===== src/rtl/seller_pkg.sv =====
// Shared coin encodings, price limits and transaction states for the ticket seller.
package seller_pkg;

   localparam logic [1:0] COIN_NONE = 2'b00;
   localparam logic [1:0] COIN_1    = 2'b01;
   localparam logic [1:0] COIN_5    = 2'b10;
   localparam logic [1:0] COIN_10   = 2'b11;

   localparam logic [3:0] PRICE_MIN = 4'd2;
   localparam logic [3:0] PRICE_MAX = 4'd10;

   typedef enum logic [1:0] {
      S_IDLE,
      S_COLLECT,
      S_ISSUE,
      S_PAYOUT
   } txn_state_t;

   function automatic logic [7:0] coin_value(input logic [1:0] coin);
      logic [7:0] v;
      case (coin)
         COIN_1:  v = 8'd1;
         COIN_5:  v = 8'd5;
         COIN_10: v = 8'd10;
         default: v = 8'd0;
      endcase
      return v;
   endfunction

   function automatic logic price_legal(input logic [3:0] price);
      return (price >= PRICE_MIN) && (price <= PRICE_MAX);
   endfunction

   // Largest denomination not exceeding the amount still owed.
   function automatic logic [1:0] greedy_coin(input logic [7:0] amount);
      logic [1:0] c;
      if (amount >= 8'd10)     c = COIN_10;
      else if (amount >= 8'd5) c = COIN_5;
      else if (amount != 8'd0) c = COIN_1;
      else                     c = COIN_NONE;
      return c;
   endfunction

endpackage


===== src/rtl/ticket_txn_ctrl_if.sv =====
// Front-panel, coin-acceptor, printer and hopper signals of the ticket controller.
interface ticket_txn_ctrl_if;

   logic       sel_valid;
   logic [3:0] sel_price;
   logic       coin_valid;
   logic [1:0] coin_type;
   logic       confirm;
   logic       cancel;
   logic       disp_ready;

   logic       ticket_valid;
   logic [3:0] ticket_type;
   logic       coin_out_valid;
   logic [1:0] coin_out_type;
   logic       coin_reject;
   logic       sel_err;
   logic       short_err;
   logic [7:0] credit;
   logic       busy;

   modport master (
      output sel_valid, sel_price, coin_valid, coin_type, confirm, cancel, disp_ready,
      input  ticket_valid, ticket_type, coin_out_valid, coin_out_type,
             coin_reject, sel_err, short_err, credit, busy
   );

   modport slave (
      input  sel_valid, sel_price, coin_valid, coin_type, confirm, cancel, disp_ready,
      output ticket_valid, ticket_type, coin_out_valid, coin_out_type,
             coin_reject, sel_err, short_err, credit, busy
   );

endinterface


===== src/rtl/change_dispenser.sv =====
// Greedy 10/5/1 change selector with a registered hopper offer.
// Latency: coin offered the cycle after the owner's next-credit becomes nonzero while active.
// Backpressure: offer held stable while disp_ready is low; next coin follows an accept with no bubble.
module change_dispenser
   import seller_pkg::*;
(
   input  logic       clk,
   input  logic       rst_n,
   input  logic [7:0] credit,
   input  logic       active,
   input  logic       disp_ready,
   output logic       coin_out_valid,
   output logic [1:0] coin_out_type,
   output logic [7:0] dec_amount
);

   logic hold;

   assign hold       = coin_out_valid && !disp_ready;
   assign dec_amount = (coin_out_valid && disp_ready) ? coin_value(coin_out_type) : 8'd0;

   // credit is the owner's post-handshake value, so a reload picks the next denomination.
   always_ff @(posedge clk or negedge rst_n) begin
      if (!rst_n) begin
         coin_out_valid <= 1'b0;
         coin_out_type  <= COIN_NONE;
      end else if (!active || (credit == 8'd0)) begin
         coin_out_valid <= 1'b0;
         coin_out_type  <= COIN_NONE;
      end else if (!hold) begin
         coin_out_valid <= 1'b1;
         coin_out_type  <= greedy_coin(credit);
      end
   end

endmodule


===== src/rtl/ticket_txn_ctrl.sv =====
// Ticket transaction FSM: select, collect credit, issue, then pay change or refund.
// Latency: all outputs registered, one cycle after the causing strobe; confirm N -> ticket N+1.
// Backpressure: payout stalls indefinitely on disp_ready low; coins offered in other states are rejected.
module ticket_txn_ctrl
   import seller_pkg::*;
#(
   parameter int unsigned TIMEOUT_CYC = 1000
) (
   input logic              clk,
   input logic              rst_n,
   ticket_txn_ctrl_if.slave txn
);

   localparam logic [15:0] TMO_LIMIT = 16'(TIMEOUT_CYC);

   txn_state_t  state, state_nxt;
   logic [7:0]  credit_q, credit_nxt;
   logic [3:0]  price, price_nxt;
   logic [15:0] tmo_cnt, tmo_cnt_nxt;

   logic        ticket_valid_q, ticket_valid_nxt;
   logic [3:0]  ticket_type_q, ticket_type_nxt;
   logic        coin_reject_q, coin_reject_nxt;
   logic        sel_err_q, sel_err_nxt;
   logic        short_err_q, short_err_nxt;
   logic        busy_q;

   logic        coin_in, strobe, sel_legal, disp_active;
   logic [8:0]  coin_sum;
   logic [7:0]  dec_amount;

   assign coin_in   = txn.coin_valid && (txn.coin_type != COIN_NONE);
   assign strobe    = txn.sel_valid || txn.coin_valid || txn.confirm || txn.cancel;
   assign sel_legal = price_legal(txn.sel_price);
   assign coin_sum  = {1'b0, credit_q} + {1'b0, coin_value(txn.coin_type)};

   // Cancel/timeout entries wait one PAYOUT cycle before the first offer; ISSUE preloads it.
   assign disp_active = ((state == S_ISSUE) || (state == S_PAYOUT)) && (state_nxt == S_PAYOUT);

   always_comb begin
      state_nxt        = state;
      credit_nxt       = credit_q;
      price_nxt        = price;
      tmo_cnt_nxt      = '0;
      ticket_valid_nxt = 1'b0;
      ticket_type_nxt  = '0;
      coin_reject_nxt  = 1'b0;
      sel_err_nxt      = 1'b0;
      short_err_nxt    = 1'b0;

      case (state)
         S_IDLE: begin
            if (txn.sel_valid) begin
               if (sel_legal) begin
                  price_nxt = txn.sel_price;
                  state_nxt = S_COLLECT;
               end else begin
                  sel_err_nxt = 1'b1;
               end
            end
            if (coin_in) coin_reject_nxt = 1'b1;
         end

         S_COLLECT: begin
            if (coin_in) begin
               if (coin_sum[8]) coin_reject_nxt = 1'b1;
               else             credit_nxt      = coin_sum[7:0];
            end
            if (txn.sel_valid) begin
               if (sel_legal) price_nxt   = txn.sel_price;
               else           sel_err_nxt = 1'b1;
            end
            if (txn.cancel) begin
               state_nxt = S_PAYOUT;
            end else if (txn.confirm) begin
               if (credit_nxt >= {4'd0, price}) begin
                  state_nxt        = S_ISSUE;
                  ticket_valid_nxt = 1'b1;
                  ticket_type_nxt  = price;
               end else begin
                  short_err_nxt = 1'b1;
               end
            end
            if (!strobe) begin
               if (tmo_cnt == TMO_LIMIT) state_nxt   = S_PAYOUT;
               else                      tmo_cnt_nxt = tmo_cnt + 16'd1;
            end
         end

         S_ISSUE: begin
            credit_nxt = credit_q - {4'd0, price};
            if (coin_in) coin_reject_nxt = 1'b1;
            if (credit_nxt != 8'd0) begin
               state_nxt = S_PAYOUT;
            end else begin
               state_nxt = S_IDLE;
               price_nxt = '0;
            end
         end

         S_PAYOUT: begin
            credit_nxt = credit_q - dec_amount;
            if (coin_in) coin_reject_nxt = 1'b1;
            if (credit_nxt == 8'd0) begin
               state_nxt = S_IDLE;
               price_nxt = '0;
            end
         end

         default: state_nxt = S_IDLE;
      endcase
   end

   always_ff @(posedge clk or negedge rst_n) begin
      if (!rst_n) begin
         state          <= S_IDLE;
         credit_q       <= '0;
         price          <= '0;
         tmo_cnt        <= '0;
         ticket_valid_q <= 1'b0;
         ticket_type_q  <= '0;
         coin_reject_q  <= 1'b0;
         sel_err_q      <= 1'b0;
         short_err_q    <= 1'b0;
         busy_q         <= 1'b0;
      end else begin
         state          <= state_nxt;
         credit_q       <= credit_nxt;
         price          <= price_nxt;
         tmo_cnt        <= tmo_cnt_nxt;
         ticket_valid_q <= ticket_valid_nxt;
         ticket_type_q  <= ticket_type_nxt;
         coin_reject_q  <= coin_reject_nxt;
         sel_err_q      <= sel_err_nxt;
         short_err_q    <= short_err_nxt;
         busy_q         <= (state_nxt != S_IDLE);
      end
   end

   change_dispenser u_disp (
      .clk            (clk),
      .rst_n          (rst_n),
      .credit         (credit_nxt),
      .active         (disp_active),
      .disp_ready     (txn.disp_ready),
      .coin_out_valid (txn.coin_out_valid),
      .coin_out_type  (txn.coin_out_type),
      .dec_amount     (dec_amount)
   );

   assign txn.ticket_valid = ticket_valid_q;
   assign txn.ticket_type  = ticket_type_q;
   assign txn.coin_reject  = coin_reject_q;
   assign txn.sel_err      = sel_err_q;
   assign txn.short_err    = short_err_q;
   assign txn.credit       = credit_q;
   assign txn.busy         = busy_q;

endmodule


===== src/flat_wrapper.sv =====
// flat-port wrapper written by rule: the top's interface ports become plain ports
module ticket_txn_ctrl_flat import seller_pkg::*;
#(
   parameter int unsigned TIMEOUT_CYC = 1000
)
  (clk, rst_n, txn_sel_valid, txn_sel_price, txn_coin_valid, txn_coin_type, txn_confirm, txn_cancel, txn_disp_ready, txn_ticket_valid, txn_ticket_type, txn_coin_out_valid, txn_coin_out_type, txn_coin_reject, txn_sel_err, txn_short_err, txn_credit, txn_busy);
  ticket_txn_ctrl_if txn_i ();
  input logic clk;
  input logic rst_n;
  input wire logic [$bits(txn_i.sel_valid)-1:0] txn_sel_valid;
  input wire logic [$bits(txn_i.sel_price)-1:0] txn_sel_price;
  input wire logic [$bits(txn_i.coin_valid)-1:0] txn_coin_valid;
  input wire logic [$bits(txn_i.coin_type)-1:0] txn_coin_type;
  input wire logic [$bits(txn_i.confirm)-1:0] txn_confirm;
  input wire logic [$bits(txn_i.cancel)-1:0] txn_cancel;
  input wire logic [$bits(txn_i.disp_ready)-1:0] txn_disp_ready;
  output wire logic [$bits(txn_i.ticket_valid)-1:0] txn_ticket_valid;
  output wire logic [$bits(txn_i.ticket_type)-1:0] txn_ticket_type;
  output wire logic [$bits(txn_i.coin_out_valid)-1:0] txn_coin_out_valid;
  output wire logic [$bits(txn_i.coin_out_type)-1:0] txn_coin_out_type;
  output wire logic [$bits(txn_i.coin_reject)-1:0] txn_coin_reject;
  output wire logic [$bits(txn_i.sel_err)-1:0] txn_sel_err;
  output wire logic [$bits(txn_i.short_err)-1:0] txn_short_err;
  output wire logic [$bits(txn_i.credit)-1:0] txn_credit;
  output wire logic [$bits(txn_i.busy)-1:0] txn_busy;
  assign txn_i.sel_valid = txn_sel_valid;
  assign txn_i.sel_price = txn_sel_price;
  assign txn_i.coin_valid = txn_coin_valid;
  assign txn_i.coin_type = txn_coin_type;
  assign txn_i.confirm = txn_confirm;
  assign txn_i.cancel = txn_cancel;
  assign txn_i.disp_ready = txn_disp_ready;
  assign txn_ticket_valid = txn_i.ticket_valid;
  assign txn_ticket_type = txn_i.ticket_type;
  assign txn_coin_out_valid = txn_i.coin_out_valid;
  assign txn_coin_out_type = txn_i.coin_out_type;
  assign txn_coin_reject = txn_i.coin_reject;
  assign txn_sel_err = txn_i.sel_err;
  assign txn_short_err = txn_i.short_err;
  assign txn_credit = txn_i.credit;
  assign txn_busy = txn_i.busy;
  ticket_txn_ctrl #(.TIMEOUT_CYC(TIMEOUT_CYC)) u_core (.clk(clk), .rst_n(rst_n), .txn(txn_i));
endmodule

===== config.mk =====
export PLATFORM = sky130hd
export DESIGN_NAME = ticket_txn_ctrl_flat
export DESIGN_NICKNAME = d
export VERILOG_FILES = /design/src/rtl/seller_pkg.sv /design/src/rtl/ticket_txn_ctrl_if.sv /design/src/rtl/change_dispenser.sv /design/src/rtl/ticket_txn_ctrl.sv /design/src/flat_wrapper.sv
export SDC_FILE = /design/constraint.sdc
export NUM_CORES = 1
export LEC_CHECK = 0
export ABC_AREA = 1
export BUFFER_PORTS_ARGS = -buffer_cell sky130_fd_sc_hd__buf_4
export CAP_MARGIN = 10
export CORE_ASPECT_RATIO = 0.6
export CORE_MARGIN = 1.5
export CORE_UTILIZATION = 65
export DETAILED_ROUTE_END_ITERATION = 8
export PLACE_DENSITY = 0.88
export SETUP_SLACK_MARGIN = 0.1
export SYNTH_ARGS = -nofsm -noshare
export SYNTH_HDL_FRONTEND = slang
export SYNTH_SLANG_ARGS = --single-unit

===== constraint.sdc =====
create_clock -name clk -period 5.25 [get_ports clk]
set_input_delay 1.05 -clock clk [delete_from_list [all_inputs] [get_ports clk]]
set_output_delay 1.05 -clock clk [all_outputs]
set_load 0.005 [all_outputs]

==> reports/qor.yml <==
initial_utilization_pct: 67.0
syn_nets: 491
cellLeakagePower_nw: 1.82
layout.nets: 525
drv_cap: 0
rsz0062_at_grt: "false"
die_h_um: 58.6
min_period_ps: 3940
hold_violations: 0
cts_sinks: 42
hold_buffers: 0
grt_pass1_wl_um: 13800
power_density_nw_per_um2: 503
vdd_drop_max_v: 0.000394
worst_pin_slew_ps: 910
slew_violations: 0
r2r_slack_ps: 1770
die_w_um: 95.7
fin_crit_sh_pct: 75.1
drtIter0Drc: 283
overflow: 0
drc_errors: 0
fmax_ghz: 0.254
yosysWarnings: 0
rows: 20
root_buffer: "clkbuf_8"
finClkSkew_ps: 9.00
critPathLaunchType: "primary input"
ys_ff_latch: 42
cp.required_ps: 5450
via_per_inst: 5.71
wirelength_um: 8580
layout-drive-gt1-share_pct: 22.7
synthToLayoutAreaGrowth_pct: 11.8
layout_commonest_cell: "nand2_1"
drtPass1Iterations: 5
vias: 3163
wl_per_cell_um: 15.5
coreArea_sq_um: 5000
cp_max_fo: 6
hold_path.class: "register to register"
finalPower_mw: 1.89
final_cell_mix: "nand2_1, inv_1, nor2_1, nand3_1, dfrtp_1"
track_usage_pct: 33.0
numCtsBuffers: 5
insertedDiodeCount: 0
fillCellCount: 385
dp_hpwl_um: 6880
grt_pass1_vias: 2829
critical_path_class: "primary input to register"
ant_nets: 0
synth_area_sq_um: 3350
ys_seq_area_share_pct: 31.3
ctsResizeCount: 0
pin_count: 33
dieArea_sq_um: 5610
cts_tree: "built"
finalSetupTns_ps: 0
critPathCaptureType: "register"
status: "completed"
grt_max_degree: 43
clockBufferDepth: 2
setup_viol: 0
cts.clk_slew.worst_paths_ps: 90
gp_congestion: 0.992
htreeDepth: 2
grt_antenna_before_repair: 0
syn_inst: 453
slew-limit-headroom_pct: 39.1
avgSynthCellArea_sq_um: 7.41
post_cts_buffers: 0
arrival_ps: 4140
netlist-cell-type-count: 44
clock_latency_ps: 300
io_buffers: 32
==> through the flow <==
step           instance area [sq um]  hold slack [ps]  worst slack, ps  utilization (%)  cells
3_5_place_dp                    3640              478             1030             72.8    546
3_3_place_gp                    3640              474             1230             72.8    546
2_1_floorplan                   3350              455             1490                -    453
4_1_cts                         3750              498             1350             75.0    554
6_report                        3750              495             1310             75.0    554
5_1_grt                         3750              516              966             75.0    554
==> registers in the layout (all words and copies together), names as in the netlist, 2 cells and up <==
signal	count
u_core.txn.credit	8
u_core.state	2
u_core.price	4
u_core.txn.ticket_type	4
u_core.u_disp.coin_out_type	2
u_core.tmo_cnt	16
==> worst max-delay path: stages <==
cell	delay, ps
buf_4	90
inv_1	60
ha_1	300
ha_1	210
ha_1	190
inv_1	50
nand2_1	70
nand2_1	80
nand2_2	70
nand2_4	80
nand2_8	70
nand2_4	100
nand3_1	120
and2_1	190
ha_1	260
a21boi_0	120
o21ai_0	150
nand2_1	80
a21oi_1	170
nand2_1	70
nor2_1	110
nand2_2	90
nand2_1	70
nand3_1	60
nand2_1	60
nand2_1	50
nand2_1	70
nand2_1	60
==> cell usage after synthesis (all sizes together) <==
cell,instances,area [sq um]
buf,4,32.5
nor4,2,12.5
ha,23,288
a21oi,12,63.8
dfrtp,42,1050
clkbuf,1,3.75
o221a,1,11.3
xnor2,3,26.3
nor2,52,213
fa,2,40.0
nand3,53,305
or2,2,12.5
nand4,5,31.3
nor3,16,138
o21a,2,15.0
a21boi,1,7.51
xor2,5,43.8
and2,3,18.8
inv,68,260
clkinv,1,3.75
nand3b,4,46.3
o21ai,13,68.8
nand2,132,604
a221oi,2,17.5
a211oi,1,7.51
nor3b,3,32.5
==> per-layer routing <==
layer	vias to the layer above	global-route usage, %	wire length (um)
met5	-	0	0
met4	0	7.77	181
met3	35	10.2	1010
met2	171	44.4	3320
met1	1441	50.9	4070
li1	1516	-	-
==> cell families (layout without fill, tap and decap cells) <==
group	after synthesis	count (layout)	share of synthesized area [%]
AO/OA/AOI/OAI	32	32	5.71
AND/OR/NAND/NOR	272	272	42.1
flip-flops	42	42	31.3
buffers and inverters	74	109	8.95
adder cells (fa/ha/maj)	25	25	9.77
XOR/XNOR	8	8	2.09
==> area by class of cell <==
| type | count | area (sq um) | area share (%) |
|---|---|---|---|
| Tap cell | 66 | 82.6 | 2.20 |
| Timing Repair Buffer | 32 | 240 | 6.40 |
| Clock inverter | 2 | 37.5 | 1.00 |
| Sequential cell | 42 | 1050 | 28.0 |
| Inverter | 69 | 264 | 7.04 |
| Multi-Input combinational cell | 337 | 2000 | 53.4 |
| Clock buffer | 6 | 72.6 | 1.93 |
==> worst paths after layout <==
kind / startpoint / end / depth (start not counted)
setup / recovery: txn_coin_type[0] / u_core.txn.busy$_DFF_PN0_ / 28
hold / removal: u_core.price[1]$_DFFE_PN0P_ / u_core.price[1]$_DFFE_PN0P_ / 2
setup reg to reg: u_core.txn.credit[1]$_DFF_PN0_ / u_core.txn.busy$_DFF_PN0_ / 27
hold reg to reg: u_core.price[1]$_DFFE_PN0P_ / u_core.price[1]$_DFFE_PN0P_ / 2
max in group asynchronous: rst_n / u_core.u_disp.coin_out_valid$_DFFE_PN0P_ / 1
min in group asynchronous: rst_n / u_core.tmo_cnt[11]$_DFF_PN0_ / 1
==> where the power goes <==
part           total (mW)  switching [mW]  internal (mW)
combinational        1.15           0.719          0.432
clock               0.256           0.114          0.142
sequential          0.479           0.104          0.375
Note: power is estimated with default switching activity, not from simulation.
